===== src/rtl/lru_req_frontend.sv =====
// Request front end for a 4-way LRU grant arbiter: buffers one payload per client,
// runs one arbitration per transfer, forwards the granted payload and counts malformed grants.
module lru_req_frontend #(
   parameter int N_REQ  = 4,
   parameter int DATA_W = 32,
   parameter int ERR_W  = 8
) (
   input  logic                    clk,
   input  logic                    reset,
   input  logic [N_REQ-1:0]        cl_valid,
   output logic [N_REQ-1:0]        cl_ready,
   input  logic [N_REQ*DATA_W-1:0] cl_data,
   output logic                    arb_enable,
   output logic [N_REQ-1:0]        arb_req,
   input  logic [N_REQ-1:0]        arb_gnt,
   output logic                    out_valid,
   input  logic                    out_ready,
   output logic [DATA_W-1:0]       out_data,
   output logic [1:0]              out_id,
   output logic                    gnt_err,
   output logic [ERR_W-1:0]        err_cnt
);

   typedef enum logic [1:0] {S_IDLE, S_ARB, S_WAIT, S_SEND} state_t;

   state_t                         state_q, state_d;
   logic [N_REQ-1:0]               pending_q, pending_d;
   logic [N_REQ-1:0]               cl_ready_q, cl_ready_d;
   logic [N_REQ-1:0][DATA_W-1:0]   hold_q, hold_d;
   logic [1:0]                     id_q, id_d;
   logic [ERR_W-1:0]               err_cnt_q, err_cnt_d;

   logic [N_REQ-1:0]               capture;
   logic                           gnt_ok;
   logic [1:0]                     gnt_id;

   // A grant is usable only if it is one-hot and names a client that is actually waiting.
   always_comb begin
      gnt_id = 2'd0;
      for (int i = 0; i < N_REQ; i++) begin
         if (arb_gnt[i]) gnt_id = 2'(i);
      end
      gnt_ok = (arb_gnt != '0)
            && ((arb_gnt & (arb_gnt - N_REQ'(1))) == '0)
            && ((arb_gnt & ~pending_q) == '0);
   end

   // NOTE: every signal written here gets a default first, so no path leaves one unassigned and no latch is inferred.
   always_comb begin
      state_d    = state_q;
      pending_d  = pending_q;
      hold_d     = hold_q;
      id_d       = id_q;
      err_cnt_d  = err_cnt_q;
      arb_enable = 1'b0;
      gnt_err    = 1'b0;
      out_valid  = 1'b0;
      out_data   = '0;
      out_id     = 2'd0;

      capture = cl_valid & cl_ready_q;
      for (int i = 0; i < N_REQ; i++) begin
         if (capture[i]) begin
            hold_d[i]    = cl_data[i*DATA_W +: DATA_W];
            pending_d[i] = 1'b1;
         end
      end

      unique case (state_q)
         S_IDLE: begin
            if (pending_q != '0) state_d = S_ARB;
         end
         S_ARB: begin
            arb_enable = 1'b1;
            state_d    = S_WAIT;
         end
         S_WAIT: begin
            if (gnt_ok) begin
               id_d    = gnt_id;
               state_d = S_SEND;
            end else begin
               gnt_err = 1'b1;
               if (err_cnt_q != '1) err_cnt_d = err_cnt_q + ERR_W'(1);
               state_d = S_IDLE;
            end
         end
         S_SEND: begin
            out_valid = 1'b1;
            out_data  = hold_q[id_q];
            out_id    = id_q;
            // The slot being sent is not ready, so this release never collides with a capture into it.
            if (out_ready) begin
               pending_d[id_q] = 1'b0;
               state_d         = S_IDLE;
            end
         end
         default: state_d = S_IDLE;
      endcase

      // Tracks the next pending value so a slot closes in the same cycle it is captured.
      cl_ready_d = ~pending_d;
   end

   // NOTE: sequential state uses non-blocking assignments so every flop samples pre-edge values.
   always_ff @(posedge clk) begin
      if (reset) begin
         state_q    <= S_IDLE;
         pending_q  <= '0;
         cl_ready_q <= '1;
         // NOTE: the holding registers are reset too, so no payload from before a reset can ever be forwarded.
         hold_q     <= '0;
         id_q       <= 2'd0;
         err_cnt_q  <= '0;
      end else begin
         state_q    <= state_d;
         pending_q  <= pending_d;
         cl_ready_q <= cl_ready_d;
         hold_q     <= hold_d;
         id_q       <= id_d;
         err_cnt_q  <= err_cnt_d;
      end
   end

   assign cl_ready = cl_ready_q;
   assign arb_req  = pending_q;
   assign err_cnt  = err_cnt_q;

endmodule

===== config.mk =====
export PLATFORM = sky130hd
export DESIGN_NAME = lru_req_frontend
export DESIGN_NICKNAME = d
export VERILOG_FILES = /design/src/rtl/lru_req_frontend.sv
export SDC_FILE = /design/constraint.sdc
export NUM_CORES = 1
export LEC_CHECK = 0
export ABC_AREA = 1
export CORE_UTILIZATION = 47
export DETAILED_ROUTE_END_ITERATION = 10
export PLACE_DENSITY = 0.81
export SYNTH_ARGS = -nofsm -noshare
export SYNTH_HDL_FRONTEND = slang
export SYNTH_SLANG_ARGS = --single-unit

===== constraint.sdc =====
create_clock -name clk -period 1.5 [get_ports clk]
set_input_delay 0.3 -clock clk [delete_from_list [all_inputs] [get_ports clk]]
set_output_delay 0.3 -clock clk [all_outputs]
set_load 0.1 [all_outputs]

## Word level (Yosys, flattened, before mapping)

Cells that the tools add are included.

- Register bits: 148
- Input port bits: 139
- Word-level logic and storage cells: 61

- $add $sub $neg: 2
- $lt $le $gt $ge: 2
- Equal/unequal tests: 6
- Mux-type cells: 23
- Bitwise gates (word level): 8
- Reduce and logical (&&, ||, !) cells: 11

Operators by type and width:

| kind | number |
|---|---|
| 32-bit binary-select mux with 2-bit select | 1 |
| 32-bit 2-to-1 mux | 2 |
| 4-bit AND | 4 |
| 2-bit 2-to-1 mux | 6 |
| 4-bit NOT | 3 |
| 1-bit 2-to-1 mux | 10 |
| 8-bit by 1-bit adder with 8-bit output, second input constant | 1 |
| 4-bit zero test | 2 |
| 4-bit 2-to-1 mux | 2 |
| 8-bit inequality test, second input constant | 1 |
| 2-bit case mux with 4 select lines | 1 |
| 4-bit nonzero test | 2 |
| 2-bit equality test, second input constant | 2 |
| 2-bit inequality test, second input constant | 2 |
| 2-bit AND reduction | 2 |
| 4-bit by 1-bit subtractor with 4-bit output, second input constant | 1 |
| 1-bit logical AND | 3 |
| 2-bit by 3-bit less-than comparator with 1-bit output, second input constant | 1 |
| 3-bit AND reduction | 1 |
| 1-bit demux with 2-bit select | 1 |
| 2-bit by 1-bit equality test with 1-bit output, second input constant | 1 |
| 2-bit by 1-bit greater-or-equal comparator with 1-bit output, second input constant | 1 |
| 2-bit zero test | 1 |
| 1-bit NOT | 1 |

## Depth between registers and ports, before layout

Gate-level depths: netlist of the first run.

- Depth in word-level cells: 9
- Depth in mapped cells: 10
- Gate-level depth less buffers: 10

## Worst setup path after synthesis of the first run

Ideal clock, no wire load.

- Path kind: register -> output
- Start point: register pending_q[3] (netlist: arb_req[3])
- End point: output gnt_err
- Arrival time: 3.215 ns
- Data required time: 1.200 ns
- Slack: -2.015 ns
- Cell stages (with the launch flop): 4
- Path buffers: 0
- Cell sequence: dfxtp_1 > o21ai_1 > o21ai_1 > a21boi_0

- Word-level cells in the longest chain between the ends: 6

Ends and longest elaborated chain:

| item | line | source |
|---|---|---|
| start, declared | 27 | `logic [N_REQ-1:0] pending_q, pending_d;` |
| start signal, assigned | 116 | `pending_q <= pending_d;` |
| 4-bit NOT | 45 | `&& ((arb_gnt & ~pending_q) == '0);` |
| 4-bit AND | 45 |  |
| 4-bit zero test | 45 |  |
| 1-bit logical AND | 45 |  |
| 1-bit 2-to-1 mux | 78 | `if (gnt_ok) begin` |
| 1-bit 2-to-1 mux | 69 | `unique case (state_q)` |
| end, declared | 20 | `output logic gnt_err,` |

No other way between the ends.

## Worst setup path in the final report of the first run

- Start point: register id_q[0]
- End point: output out_data[21]

- Word-level cells in the longest chain between the ends: 3

Ends and longest elaborated chain:

| item | line | source |
|---|---|---|
| start, declared | 30 | `logic [1:0] id_q, id_d;` |
| start signal, assigned | 119 | `id_q <= id_d;` |
| 32-bit binary-select mux with 2-bit select | 89 | `out_data = hold_q[id_q];` |
| 32-bit 2-to-1 mux (not written as such) | 89 |  |
| 32-bit 2-to-1 mux | 69 |  |
| end, declared | 18 | `output logic [DATA_W-1:0] out_data,` |

No other way between the ends. The select of a mux whose other input is x is not followed.

==> results of run 1 <==
-- layer usage --
| metal | track usage, % | up-vias | share of wire, % |
|---|---|---|---|
| li1 | - | 3246 | - |
| met1 | 39.7 | 3385 | 38 |
| met2 | 58.2 | 455 | 48 |
| met3 | 7.37 | 105 | 8.8 |
| met4 | 15.6 | 0 | 4.8 |
| met5 | 0 | - | 0 |
-- worst max-delay path, stage by stage, from the launching register on --
cell	delay, ns
dfxtp_4	0.37
inv_4	0.08
nor2_4	0.04
buf_12	0.14
buf_12	0.13
a22oi_2	0.27
a31oi_4	0.15
buf_12	0.19
-- cells by family after synthesis --
logic type	count (synthesis)	synth area share [%]
flops	148	48.4
xor+xnor	3	0.430
fa+ha+maj	1	0.205
simple gates	406	26.2
compound gates	210	19.3
buf+inv	82	5.44
-- per-stage QoR --
| stage | utilization (%) | instances | total power [mW] |
|---|---|---|---|
| floorplan | - | 850 | 5.65 |
| global placement | 77.9 | 1197 | 6.52 |
| detailed placement | 77.9 | 1197 | 6.57 |
| CTS | 83.5 | 1240 | 10.7 |
| global route | 86.1 | 1255 | 11.2 |
| finish | 86.1 | 1255 | 10.9 |
-- cell usage after synthesis (4+ instances only) --
| cell type | n | share of area (%) |
|---|---|---|
| a21oi_1 | 9 | 0.74 |
| o21ai_0 | 132 | 11 |
| a31oi_1 | 33 | 3.4 |
| dfxtp_1 | 148 | 48 |
| nand2_1 | 103 | 6.3 |
| buf_1 | 7 | 0.43 |
| nand3_1 | 4 | 0.33 |
| buf_2 | 10 | 0.82 |
| inv_1 | 27 | 1.7 |
| clkbuf_1 | 33 | 2.0 |
| nor2_1 | 283 | 17 |
| nand4_1 | 6 | 0.61 |
| a22oi_1 | 32 | 3.9 |
-- worst paths after layout --
check        slack (ns)           end
max               -0.60  out_data[21]
min                0.48    hold_q[71]
max reg2reg       -0.08       id_q[0]
min reg2reg        0.48    hold_q[71]
-- cell type report --
class | count | area, um2 | area share [%]
sequential | 148 | 3020 | 27.7
clock inverter | 8 | 72.6 | 0.665
inverter | 28 | 125 | 1.15
tap | 172 | 215 | 1.97
timing repair buffer | 255 | 3350 | 30.7
multi-input combinational | 621 | 3630 | 33.3
clock buffer | 23 | 498 | 4.56
-- flip-flops by register name, indices dropped and copies added, names as in the netlist --
| signal | cells |
|---|---|
| hold_q | 128 |
| err_cnt | 8 |
| arb_req | 4 |
| cl_ready | 4 |
| id_q | 2 |
| state_q | 2 |
-- report_power, final --
| group | leakage [nW] | internal [mW] | switching, mW |
|---|---|---|---|
| Clock | 0.286 | 2.49 | 1.63 |
| Combinational | 2.54 | 0.998 | 1.24 |
| Sequential | 1.24 | 4.26 | 0.239 |
-- repair_timing --
action                     4_1_cts  5_1_grt
cloned                           1       11
setup endpoints to repair       38       47
pin swaps                        9       16
resized for setup               21       16
buffers inserted                11        6
==> flow_summary_export.csv, run 1 <==
group,metric,value,unit
grt,grt-ovfl-total,0,
routing,firstDrtPassIters,6,
setup_path,worst_r2r_path_depth,6,
status,violations,"negative setup slack",
setup_path,cp-start-kind,"flip-flop",
worst_hold_path,hold_start,"hold_q[71]",
logic_synthesis,synthArstFlopShare,0,%
die,die_w,116,um
logic_synthesis,netlist_area,6120,um2
die,start_util,48.3,%
pwr,peakVddDrop,0.841,mV
routing,routed_wirelength,25100,um
place,dpl.hpwl,14200,um
grt,grt_antenna_before_repair,0,
clock_network,clkSinkCount,148,
final_layout,fill_cells,679,
worst_hold_path,whs_path_depth,2,
logic_synthesis,postSynthCellCount,850,
routing,via_per_inst,5.73,
timing,setup_ws,-0.600,ns
setup_path,r2r-start,"arb_req[2]",
logic_synthesis,yosys_register_bits,148,
timing,worstMarginPinSlew,0.390,ns
final_layout,syn_to_final_growth,78.4,%
logic_synthesis,ys_types,28,
pwr,p_leak,4.06,nW
setup_path,critPathLaunch,"id_q[0]",
final_layout,final_nets,1211,
grt,grt_pass1_wl,33800,um
place,place.gp.congestion,0.854,
place,dp_slack,-0.377,ns
die,dieArea,13500,um2
logic_synthesis,yosysWarnings,0,
clock_network,htree_levels,4,
logic_synthesis,synth_edf_count,0,
die,rows,41,
timing,fin_worst_skew,0.0102,ns
place,place_area,9870,um2
routing,dr.first_iter.drc_count,625,
flow_run,cap_violations,0,
die,io_pins,192,
grt,grt_max_degree,48,
grt,grt_pass1_vias,6664,
timing,fin_hold_ws,0.480,ns
final_layout,diodes,0,
worst_hold_path,min_path_type,"flip-flop to flip-flop",
final_layout,drive_above_1_share,25.3,%
die,core-area,12700,um2
logic_synthesis,yosysSeqAreaShare,48.4,%
timing,min_period,2.10,ns
clock_network,cts_hold_buf,0,
setup_path,worstPathRequired,1.20,ns
logic_synthesis,synth_flop_cell,"dfxtp_1",
clock_network,clk_latency,0.43,ns
timing,max_slew_margin,73.7,%
clock_network,cts_tree,"done",
final_layout,layout_common_cells,"nor2_1, clkdlybuf4s50_1, o21ai_0",
timing,drv_slew,0,
clock_network,clk_pin_slew_worst_paths,0.06,ns
grt,grt.total_usage,33.6,%
routing,drc,0,
die,die_height,116,um
final_layout,final_area,10900,um2
timing,rsz0062_at_grt,"yes",
logic_synthesis,syn_avg_cell_area,7.20,um2
routing,routedWlPerCell,20.0,um
routing,num_vias,7191,
timing,clock.fmax,0.476,GHz
clock_network,cts_buffers,17,
place,port_buffers,191,
pwr,pwr_density_cell,994,nW/um2
clock_network,root_buffer,"clkbuf_16",
timing,setup_violations,42,
final_layout,layout_commonest_cell,"nor2_1",
setup_path,endpoint_kind,"output pin",
logic_synthesis,syn_nets,990,
timing,fin_crit_sh,140,%
timing,tns,-18.77,ns
setup_path,setup.worst_path.class,"flip-flop to output pin",
timing,hold_violations,0,
setup_path,crit_path_max_fanout,5,
clock_network,clk_path_buf_depth,2,
setup_path,critPathArrivalTime,1.80,ns
routing,ant_nets,0,
status,status,"finished, violations left",
(Power assumes the default switching activity.)
==> run 2, diff against run 1 <==
Settings changed: ABC_AREA 1 to unset, CAP_MARGIN set to 0, PLACE_DENSITY 0.81 to 0.8.
==> run 2 against run 1 <==
  * Critical endpoint is now out_data[22]
  * Via count fell by 14%
  * The run still ends with negative setup slack left
  * Combinational power fell by 18%
  * Largest power group is now clock
  * Synthesized cell count is 12% lower
  * Highest routed layer unchanged
==> flow_summary_export.csv, run 2 <==
group,metric,value,unit
status,status,"finished, violations left",
status,violations,"negative setup slack",
logic_synthesis,synthXorXnorAreaFrac,0,%
logic_synthesis,synth_commonest_cells,"nand2_1, dfxtp_1, a21oi_1",
timing,setup_ws,-0.693,ns
timing,max_slew_margin,78.9,%
logic_synthesis,synth_top_area_cell,"dfxtp_1",
logic_synthesis,synth_edf_count,0,
grt,grt_pass1_wl,31500,um
timing,rsz0062_at_grt,"yes",
grt,grt_max_degree,60,
flow_run,cap_violations,0,
logic_synthesis,yosysWarnings,0,
routing,drc,0,
grt,grt_pass1_vias,6262,
clock_network,clk_latency,0.42,ns
die,dieArea,13900,um2
pwr,seqPwrFrac,41.1,%
pwr,switching_power,2.68,mW
pwr,finalPower,10.5,mW
setup_path,path_cells,"buf_12, mux4_2, and2_4, buf_12",
routing,routedWlPerCell,17.6,um
die,io_pins,192,
place,dpl.hpwl,13400,um
timing,hold_violations,0,
setup_path,cp_common_cell,"buf_12",
logic_synthesis,synth_flop_cell,"dfxtp_1",
grt,grt-ovfl-total,0,
clock_network,root_buffer,"clkbuf_16",
die,core-area,13200,um2
timing,drv_slew,0,
final_layout,syn_to_final_growth,63.8,%
routing,via_per_inst,5.38,
logic_synthesis,ys_types,39,
logic_synthesis,yosysSeqAreaShare,46.9,%
pwr,p_int,7.79,mW
die,start_util,47.9,%
clock_network,cts_buffers,17,
setup_path,worstPathRequired,1.20,ns
timing,min_period,2.19,ns
die,rows,42,
grt,grt.total_usage,29.5,%
die,die_height,118,um
clock_network,clkSinkCount,148,
timing,setup_violations,42,
pwr,share_comb_of_total_power,17.4,%
final_layout,layout_commonest_cell,"nand2_1",
pwr,p_leak,4.00,nW
place,place.gp.congestion,0.815,
pwr,clock_power_share,41.4,%
place,dp_slack,-0.664,ns
timing,worstMarginPinSlew,0.316,ns
final_layout,diodes,0,
final_layout,final_area,10400,um2
final_layout,fin_util,78.5,%
routing,dr.first_iter.drc_count,535,
clock_network,cts_tree,"done",
timing,fin_crit_sh,146,%
setup_path,critPathSlowestCell,"mux4_2",
worst_hold_path,holdPathEnd,"err_cnt[7]",
setup_path,r2r-start,"err_cnt[1]",
logic_synthesis,netlist_area,6320,um2
clock_network,cts_hold_buf,0,
pwr,netSwitchingFraction,25.6,%
clock_network,htree_levels,4,
setup_path,critPathArrivalTime,1.89,ns
final_layout,layout_common_cells,"nand2_1, clkdlybuf4s50_1, a21oi_1",
logic_synthesis,synth_compound_area_share,13.0,%
routing,routed_wirelength,20400,um
clock_network,clk_path_buf_depth,2,
final_layout,instances_no_fill,1156,
logic_synthesis,postSynthCellCount,752,
setup_path,reg2reg_slack,-0.04,ns
setup_path,cp-start-kind,"flip-flop",
final_layout,final_nets,1108,
logic_synthesis,yosysMostFrequentCell,"nand2_1",
logic_synthesis,yosys_register_bits,148,
final_layout,drive_above_1_share,26.7,%
worst_hold_path,min_path_type,"input pin to flip-flop",
final_layout,largest_reg_flops,128,
die,die_w,118,um
logic_synthesis,synthTopCellsByArea,"dfxtp_1, nand2_1, mux4_2",
routing,num_vias,6220,
worst_hold_path,hold_start,"reset",
setup_path,worst_r2r_path_depth,7,
pwr,pwr_density_cell,1010,nW/um2
routing,firstDrtPassIters,5,
grt,grt_antenna_before_repair,0,
timing,clock.fmax,0.456,GHz
logic_synthesis,syn_nets,892,
logic_synthesis,synth_top_family_by_area,"simple AND/OR/NAND/NOR gates",
setup_path,crit_path_max_fanout,12,
pwr,peakVddDrop,0.738,mV
place,dp.cells,1117,
setup_path,max_stage_delay,0.52,ns
setup_path,endpoint_kind,"output pin",
logic_synthesis,synthSimpleGateAreaFrac,23.7,%
timing,fin_worst_skew,0.0107,ns
logic_synthesis,synth_top_area_share,46.9,%
logic_synthesis,syn_avg_cell_area,8.40,um2
logic_synthesis,synth_mux_area_share,12.0,%
setup_path,r2r_end,"err_cnt[7]",
place,place_area,9500,um2
worst_hold_path,whs_path_depth,2,
logic_synthesis,synthArstFlopShare,0,%
logic_synthesis,synthAdderAreaFrac,0.198,%
place,port_buffers,191,
final_layout,regMostFlops,"hold_q",
setup_path,setup.worst_path.class,"flip-flop to output pin",
clock_network,clk_pin_slew_worst_paths,0.06,ns
routing,ant_nets,0,
[run 2: changes by cell type in the layout (fill, tap and decap cells not counted), sizes merged, moves of 33 or more]
cell / before / now
a31oi: 33 / 0
o21ai: 134 / 5
nor2: 285 / 17
and2: 0 / 36
a21oi: 10 / 135
nand2: 106 / 268
[run 2: routing by layer]
layer,GRT usage (%),wire (um),part of all wire [%],vias up
li1,-,-,-,2947
met1,33.9,8020,39,2954
met2,52.0,10500,52,266
met3,5.72,1170,5.8,53
met4,14.7,673,3.3,0
met5,0,0,0,-
[run 2: power groups by stage]
stage | clock network [mW] | registers [mW] | logic, mW
5_1_grt | 4.57 | 4.33 | 1.94
2_1_floorplan | 0 | 4.50 | 0.735
3_5_place_dp | 0 | 4.38 | 1.76
6_report | 4.34 | 4.31 | 1.83
4_1_cts | 4.37 | 4.30 | 1.80
3_3_place_gp | 0 | 4.37 | 1.73
[run 2: how the worst max path moves through the flow]
| stage | from | slack (ns) | cells past startpoint | to |
|---|---|---|---|---|
| floorplan | arb_req[0] | -1.02 | 5 | err_cnt[2] |
| global placement | arb_gnt[3] | -0.61 | 6 | gnt_err |
| detailed placement | arb_gnt[3] | -0.66 | 7 | err_cnt[2] |
| CTS | id_q[1] | -0.70 | 4 | out_data[14] |
| global route | id_q[1] | -0.74 | 4 | out_data[29] |
| finish | id_q[1] | -0.69 | 4 | out_data[22] |
[run 2: critical path: cells and delay by family (launching register included)]
family	cells	cell delay, ns
flops	1	0.42
mux	1	0.52
simple gates	1	0.18
buf+inv	2	0.35
[run 2: cell families after synthesis]
| logic type | after synthesis |
|---|---|
| AO/OA/AOI/OAI | 151 |
| multiplexers | 35 |
| flip-flops | 148 |
| buffers and inverters | 67 |
| AND/OR/NAND/NOR | 350 |
| adder cells (fa/ha/maj) | 1 |
[run 2: stage by stage]
| stage | hold WS [ns] | setup TNS (ns) |
|---|---|---|
| 4_1_cts | 0.255 | -22.70 |
| 6_report | 0.278 | -22.34 |
| 5_1_grt | 0.281 | -24.53 |
| 3_5_place_dp | 0.443 | -16.66 |
| 3_3_place_gp | 0.439 | -14.40 |
| 2_1_floorplan | 0.424 | -10.95 |
[run 2: final cells by class]
| class | instances | area (um2) |
|---|---|---|
| Sequential cell | 148 | 3030 |
| Clock buffer | 22 | 475 |
| Timing Repair Buffer | 254 | 3140 |
| Fill cell | 858 | 2840 |
| Clock inverter | 9 | 125 |
| Inverter | 10 | 42.5 |
| Multi-Input combinational cell | 537 | 3320 |
| Tap cell | 176 | 220 |
[run 2: what timing repair did]
action / 4_1_cts / 5_1_grt
resized for setup: 31 / 11
setup endpoints to repair: 49 / 47
setup buffers: 5 / 3
pin swaps: 8 / 8
cloned: 2 / 0
